===== config.mk =====
export PLATFORM = sky130hd
export DESIGN_NAME = uart_tx_arbiter_flat
export DESIGN_NICKNAME = d
export VERILOG_FILES = /design/src/rtl/uart_tx_arbiter_pkg.sv /design/src/rtl/uart_tx_arbiter_if.sv /design/src/rtl/uart_tx_arbiter_rr_pick.sv /design/src/rtl/uart_tx_arbiter.sv /design/src/flat_wrapper.sv
export SDC_FILE = /design/constraint.sdc
export NUM_CORES = 1
export LEC_CHECK = 0
export BUFFER_PORTS_ARGS = -buffer_cell sky130_fd_sc_hd__buf_2
export CORE_UTILIZATION = 30
export CTS_CLUSTER_DIAMETER = 100
export DETAILED_ROUTE_END_ITERATION = 8
export GPL_TIMING_DRIVEN = 0
export PLACE_DENSITY = 0.52
export SETUP_SLACK_MARGIN = 0.2
export SLEW_MARGIN = 10
export SYNTH_ARGS = -nofsm -noshare
export SYNTH_HDL_FRONTEND = slang
export SYNTH_SLANG_ARGS = --single-unit

===== constraint.sdc =====
create_clock -name clk -period 2.75 [get_ports clk]
set_clock_uncertainty 0.2 [all_clocks]
set_input_delay 0.4125 -clock clk [delete_from_list [all_inputs] [get_ports clk]]
set_output_delay 0.4125 -clock clk [all_outputs]
set_load 0.01 [all_outputs]

===== src/rtl/uart_tx_arbiter_pkg.sv =====
// uart_tx_arbiter_pkg: shared definitions for the UART transmit arbiter slice.
// Holds FSM state encodings, default sizing and the round-robin pointer helper.
// Optional build macro used by this slice: UART_ARB_FIXED_PRIO_EN (fixed priority pick).
package uart_tx_arbiter_pkg;

  // FSM encodings kept as plain vectors so older tools and waveform scripts
  // that decode the raw state value keep working.
  localparam logic [1:0] ST_IDLE = 2'd0;
  localparam logic [1:0] ST_SEND = 2'd1;
  localparam logic [1:0] ST_STOP = 2'd2;

  // Default sizing: 4 producers (2..8 supported), 2-bit grant id, 16-bit counter.
  localparam int NREQ_DEF  = 4;
  localparam int IDW_DEF   = 2;
  localparam int CNT_W_DEF = 16;

  // Index the next search starts from after granting requester w of n.
  function automatic int rr_next(input int w, input int n);
    return (w >= n - 1) ? 0 : w + 1;
  endfunction

endpackage


===== src/rtl/uart_tx_arbiter_if.sv =====
// uart_tx_arbiter_if: producer-side holding-buffer handshake plus the UART transmitter link.
// Ports: req_valid/req_data/req_ready (one lane per producer, byte i at [8i+7:8i]),
//        tx_data/tx_ready toward the transmitter, tx_done back from it.
interface uart_tx_arbiter_if
  import uart_tx_arbiter_pkg::*;
#(
  parameter int NREQ = NREQ_DEF
);

  logic [NREQ-1:0]   req_valid;
  logic [8*NREQ-1:0] req_data;
  logic [NREQ-1:0]   req_ready;
  logic [7:0]        tx_data;
  logic              tx_ready;
  logic              tx_done;

  // master: the environment (producers and the transmitter)
  modport master (
    output req_valid, req_data, tx_done,
    input  req_ready, tx_data, tx_ready
  );

  // slave: the arbiter
  modport slave (
    input  req_valid, req_data, tx_done,
    output req_ready, tx_data, tx_ready
  );

endinterface


===== src/rtl/uart_tx_arbiter_rr_pick.sv =====
// uart_rr_pick: combinational winner selection over the full-buffer vector.
// Latency: 0 cycles (pure logic). Backpressure: none, it only observes full/ptr.
// Ports: full (buffer occupancy), ptr (search start) -> winner index, any (something pending).
// With UART_ARB_FIXED_PRIO_EN defined the lowest full index wins and ptr is ignored.
module uart_rr_pick
  import uart_tx_arbiter_pkg::*;
#(
  parameter int NREQ = NREQ_DEF,
  parameter int IDW  = IDW_DEF
) (
  input  logic [NREQ-1:0] full,
  input  logic [IDW-1:0]  ptr,
  output logic [IDW-1:0]  winner,
  output logic            any
);

`ifdef UART_ARB_FIXED_PRIO_EN

  // Scan from the top down so the lowest full index is the last one written.
  always_comb begin
    winner = '0;
    any    = 1'b0;
    for (int i = NREQ - 1; i >= 0; i--) begin
      if (full[i]) begin
        winner = IDW'(i);
        any    = 1'b1;
      end
    end
  end

`else

  int             idx;
  logic [IDW-1:0] sel;

  // Walk NREQ slots starting at ptr, wrapping past NREQ-1; first full one wins.
  always_comb begin
    winner = '0;
    any    = 1'b0;
    idx    = 0;
    sel    = '0;
    for (int k = 0; k < NREQ; k++) begin
      idx = int'(ptr) + k;
      if (idx >= NREQ) idx = idx - NREQ;
      sel = IDW'(idx);
      if (!any && full[sel]) begin
        any    = 1'b1;
        winner = sel;
      end
    end
  end

`endif

endmodule


===== src/rtl/uart_tx_arbiter.sv =====
// uart_tx_arbiter: shares one 8N1 UART transmitter among NREQ one-byte holding buffers.
// Latency: accept->grant 1 cycle, tx_ready rises on the grant edge; freed buffer re-accepts next cycle.
// Backpressure: req_ready[i] low while buffer i holds a byte; SEND waits on tx_done indefinitely.
// Ports: clk, rst (async, active-high), en (gates new grants), bus (slave modport),
//        busy, grant_id, sent_pulse, sent_count. Build macro: UART_ARB_FIXED_PRIO_EN.
module uart_tx_arbiter
  import uart_tx_arbiter_pkg::*;
#(
  parameter int NREQ  = NREQ_DEF,
  parameter int IDW   = IDW_DEF,   // must equal clog2(NREQ)
  parameter int CNT_W = CNT_W_DEF
) (
  input  logic                 clk,
  input  logic                 rst,
  input  logic                 en,
  uart_tx_arbiter_if.slave     bus,
  output logic                 busy,
  output logic [IDW-1:0]       grant_id,
  output logic                 sent_pulse,
  output logic [CNT_W-1:0]     sent_count
);

  logic [1:0]      state;
  logic [NREQ-1:0] full;
  logic [7:0]      hold_dat [NREQ];
  logic [IDW-1:0]  ptr;
  logic [IDW-1:0]  winner;
  logic            any_full;
  logic            grant;

  uart_rr_pick #(
    .NREQ (NREQ),
    .IDW  (IDW)
  ) u_pick (
    .full   (full),
    .ptr    (ptr),
    .winner (winner),
    .any    (any_full)
  );

  // A grant only happens from IDLE; en low holds off new frames but never
  // interrupts one already in SEND/STOP.
  assign grant         = (state == ST_IDLE) && en && any_full;
  assign bus.req_ready = ~full;
  assign busy          = (state != ST_IDLE) || (|full);

  // Holding buffers. Accept and grant never hit the same slot on one edge:
  // accept needs the slot empty, grant needs it full.
  always_ff @(posedge clk or posedge rst) begin
    if (rst) begin
      full <= '0;
      for (int i = 0; i < NREQ; i++) hold_dat[i] <= 8'h00;
    end else begin
      for (int i = 0; i < NREQ; i++) begin
        if (bus.req_valid[i] && !full[i]) begin
          hold_dat[i] <= bus.req_data[8*i +: 8];
          full[i]     <= 1'b1;
        end
      end
      if (grant) full[winner] <= 1'b0;
    end
  end

  // Frame sequencer. tx_ready drops on the edge that sees tx_done, and STOP
  // waits for tx_done to fall, so the transmitter never sees a fresh
  // "data prepared" while it is still flagging the previous frame.
  always_ff @(posedge clk or posedge rst) begin
    if (rst) begin
      state        <= ST_IDLE;
      bus.tx_data  <= 8'h00;
      bus.tx_ready <= 1'b0;
      grant_id     <= '0;
      ptr          <= '0;
      sent_pulse   <= 1'b0;
      sent_count   <= '0;
    end else begin
      sent_pulse <= 1'b0;
      case (state)
        ST_IDLE: begin
          if (grant) begin
            bus.tx_data  <= hold_dat[winner];
            grant_id     <= winner;
            ptr          <= IDW'(rr_next(int'(winner), NREQ));
            bus.tx_ready <= 1'b1;
            state        <= ST_SEND;
          end
        end
        ST_SEND: begin
          if (bus.tx_done) begin
            bus.tx_ready <= 1'b0;
            state        <= ST_STOP;
          end
        end
        ST_STOP: begin
          if (!bus.tx_done) begin
            sent_pulse <= 1'b1;
            sent_count <= sent_count + {{(CNT_W-1){1'b0}}, 1'b1};
            state      <= ST_IDLE;
          end
        end
        default: begin
          bus.tx_ready <= 1'b0;
          state        <= ST_IDLE;
        end
      endcase
    end
  end

endmodule


===== src/flat_wrapper.sv =====
// flat-port wrapper written by rule: the top's interface ports become plain ports
module uart_tx_arbiter_flat import uart_tx_arbiter_pkg::*;
#(
  parameter int NREQ  = NREQ_DEF,
  parameter int IDW   = IDW_DEF,                            
  parameter int CNT_W = CNT_W_DEF
)
  (clk, rst, en, busy, grant_id, sent_pulse, sent_count, bus_req_valid, bus_req_data, bus_tx_done, bus_req_ready, bus_tx_data, bus_tx_ready);
  uart_tx_arbiter_if #(.NREQ(NREQ)) bus_i ();
  input  logic clk;
  input  logic rst;
  input  logic en;
  output logic busy;
  output logic [IDW-1:0] grant_id;
  output logic sent_pulse;
  output logic [CNT_W-1:0] sent_count;
  input wire logic [$bits(bus_i.req_valid)-1:0] bus_req_valid;
  input wire logic [$bits(bus_i.req_data)-1:0] bus_req_data;
  input wire logic [$bits(bus_i.tx_done)-1:0] bus_tx_done;
  output wire logic [$bits(bus_i.req_ready)-1:0] bus_req_ready;
  output wire logic [$bits(bus_i.tx_data)-1:0] bus_tx_data;
  output wire logic [$bits(bus_i.tx_ready)-1:0] bus_tx_ready;
  assign bus_i.req_valid = bus_req_valid;
  assign bus_i.req_data = bus_req_data;
  assign bus_i.tx_done = bus_tx_done;
  assign bus_req_ready = bus_i.req_ready;
  assign bus_tx_data = bus_i.tx_data;
  assign bus_tx_ready = bus_i.tx_ready;
  uart_tx_arbiter #(.NREQ(NREQ), .IDW(IDW), .CNT_W(CNT_W)) u_core (.clk(clk), .rst(rst), .en(en), .bus(bus_i), .busy(busy), .grant_id(grant_id), .sent_pulse(sent_pulse), .sent_count(sent_count));
endmodule

==> impl_metrics.tcl <==
set metrics [dict create \
    maxCapViolCount 0 \
    antenna_found_initial 0 \
    dpl_worst_slack_ps 669.9 \
    syn-num-nets 279 \
    clock_latency_ps 340 \
    wirelength_um 6639 \
    r2r_end "u_core.bus.tx_data[3]" \
    synth_edf_count 0 \
    outcome "completed" \
    slowest_delay_ps 460 \
    cts_tree "yes" \
    avgViaCountPerCell 4.497 \
    yosysWarnings 0 \
    ys_ff_latch 68 \
    grt_pass1_vias 2032 \
    die_area_mm2 0.01031 \
    syn-cell-area_mm2 0.002973 \
    p_leak_uw 0.001816 \
    final_cell_mix "buf_2 (74), dfrtp_1 (68), mux2_2 (33)" \
    fp.dieW_um 101.5 \
    cp_max_fo 9 \
    wl_per_cell_um 14.59 \
    final_nets 364 \
    setup_viol 0 \
    grt_pass1_wl_um 10720 \
    num_rows 35 \
    clk_pin_slew_worst_paths_ps 90 \
    cts-root-buf "clkbuf_8" \
    hold_ws_ps 94.54 \
    fin_ws_ps 712.2 \
    core_area_mm2 0.009415 \
    final_area_mm2 0.003732 \
    place_congestion 0.6946 \
    relSlewSlack_pct 62.61 \
    drc_errors 0 \
    drv_slew 0 \
    cp_data_arrival_time_ps 2080 \
    start_kind "flip-flop" \
    num_io_pins 73 \
    regArea_mm2 0.001702 \
    reg2reg_depth 5 \
    cpMaxStageDelayCell "dfrtp_1" \
    fmax_mhz 490.7 \
    dieHeight_um 101.5 \
    vdd_drop_max_v 0.0004225 \
    post_cts_resized 0 \
    first_iter_violations 48 \
    post-route-min-period_ps 2038 \
    ys_async_sr_fraction_pct 100.0 \
    multiInputGateArea_mm2 0.001212 \
    synth-main-ff-cell "dfrtp_1" \
    crit_buf_inv 1 \
    first_pass_iters 4 \
    hold_path_class "in2reg" \
    rr_startpoint "u_core.state[0]" \
    p_total_uw 4105 \
    ant_nets 0 \
    layout_commonest_cell "buf_2" \
    cp-startpoint "u_core.state[0]" \
    drive_above_1_share_pct 40.80 \
    rrSetupSlack_ps 710 \
    postPlaceCellArea_mm2 0.003525 \
    grtUsageTotal_pct 14.24 \
    fin_util_pct 39.64 \
    synth_cells 236 \
    grt_max_degree 57 \
    power_density_mw_per_mm2 1100 \
    start_util_pct 31.57 \
    post_cts_buffers 0 \
    worstPathCellList "nor2_1, and3_1, clkbuf_1, nand2_1, o221ai_1" \
    cts_buffer_depth 2 \
    avgSynthCellArea_um2 12.60 \
    overflow 0 \
    antennaDiodeCount 0 \
    crit_family "simple AND/OR/NAND/NOR gates" \
    required_ps 2790 \
    tightest_slew_ps 560.8 \
    synth_cell_types 35 \
    ys_seq_area_share_pct 57.24 \
    crit_path_end_kind "flip-flop" \
    dr_total_vias 2046 \
    crit_type "reg2reg" \
    hpwl_um 4819 \
    cts_inserted_buffers 9 \
    fillCellCount 951 \
    fin_crit_sh_pct 74.10 \
    areaGrowthSynthToFinish_pct 25.55 \
    crit_cells 5 \
    port_buffers 72 \
    finalHoldViolCount 0 \
    cts.sinks 68 \
    endpoint "u_core.bus.tx_data[3]" \
    rsz0062_at_grt "false" \
    htreeDepth 3 \
]
-- how the worst min path moves through the flow --
stage,to,from,cells after the start,slack (ps)
6_report,u_core.hold_dat[30],bus_req_data[6],2,90
5_1_grt,u_core.hold_dat[30],bus_req_data[6],2,70
4_1_cts,u_core.hold_dat[30],bus_req_data[6],2,80
3_5_place_dp,u_core.sent_count[2],rst,2,160
3_3_place_gp,u_core.bus.tx_ready,u_core.bus.tx_ready,2,260
2_1_floorplan,u_core.hold_dat[0],u_core.hold_dat[0],1,280
-- per-layer routing --
metal  wire [um]  part of all wire [%]  global-route usage, %
met1        3152                    47                  19.60
met2        3133                    47                  20.89
met3         303                   4.6                  4.900
met4          49                  0.74                  4.682
met5           0                     0                      0
-- cell usage after synthesis (2+ instances only) --
master	n	share of area, %
ha_1	3	1.3
xnor2_1	8	2.4
dfrtp_1	68	57
mux2_2	33	13
buf_2	2	0.34
nand4_1	3	0.63
nor2_1	13	1.6
o21ai_0	2	0.34
xor2_1	7	2.1
o221ai_1	8	2.4
nor2b_1	4	0.84
a21oi_1	3	0.50
and3_1	2	0.42
nand3_1	4	0.67
mux2i_1	17	5.7
nand2_1	29	3.7
clkbuf_1	6	0.76
inv_1	7	0.88
-- power breakdown --
part           switching, uW  internal (uW)  total [uW]
sequential               288           1410        1700
combinational            793            777        1570
clock                    413            424         837
total                   1490           2610        4100
-- worst reg2reg max path, stage by stage (launching register included) --
cell and delay, ps:
dfrtp_1 460, nor2_1 270, and3_1 190, clkbuf_1 260
nand2_1 310, o221ai_1 250
-- registers in the layout (all words and copies together), names as in the netlist --
signal,cells
u_core.hold_dat,32
u_core.sent_count,16
u_core.bus.tx_data,8
u_core.full,4
u_core.grant_id,2
u_core.ptr,2
u_core.state,2
u_core.bus.tx_ready,1
u_core.sent_pulse,1
-- cell families (layout without fill, tap and decap cells) --
logic type	count (synthesis)	after routing	synth area share (%)
mux	50	50	18.22
compound gates	19	19	4.882
simple gates	65	65	11.45
xor+xnor	16	16	4.967
buf+inv	15	105	1.978
fa+ha+maj	3	3	1.263
flops	68	68	57.24
-- final cells by class --
cell class | instances | area share [%]
buffer | 8 | 0.8716
inverter | 7 | 0.7710
tap | 129 | 4.325
multi-input combinational | 153 | 32.48
sequential | 68 | 45.59
clock inverter | 7 | 1.978
timing repair buffer | 74 | 10.66
clock buffer | 9 | 3.319
-- per-stage QoR --
step	TNS, ps	std cells
2_1_floorplan	0	236
3_3_place_gp	-35500	437
3_5_place_dp	0	438
4_1_cts	0	455
5_1_grt	0	455
6_report	0	455
-- repair_timing --
action                                  in CTS  in global routing
endpoints found under the setup margin       0                  0
hold endpoints to repair                    12                  0
hold buffers                                 1                  0
Note: power is estimated with default switching activity, not from simulation.
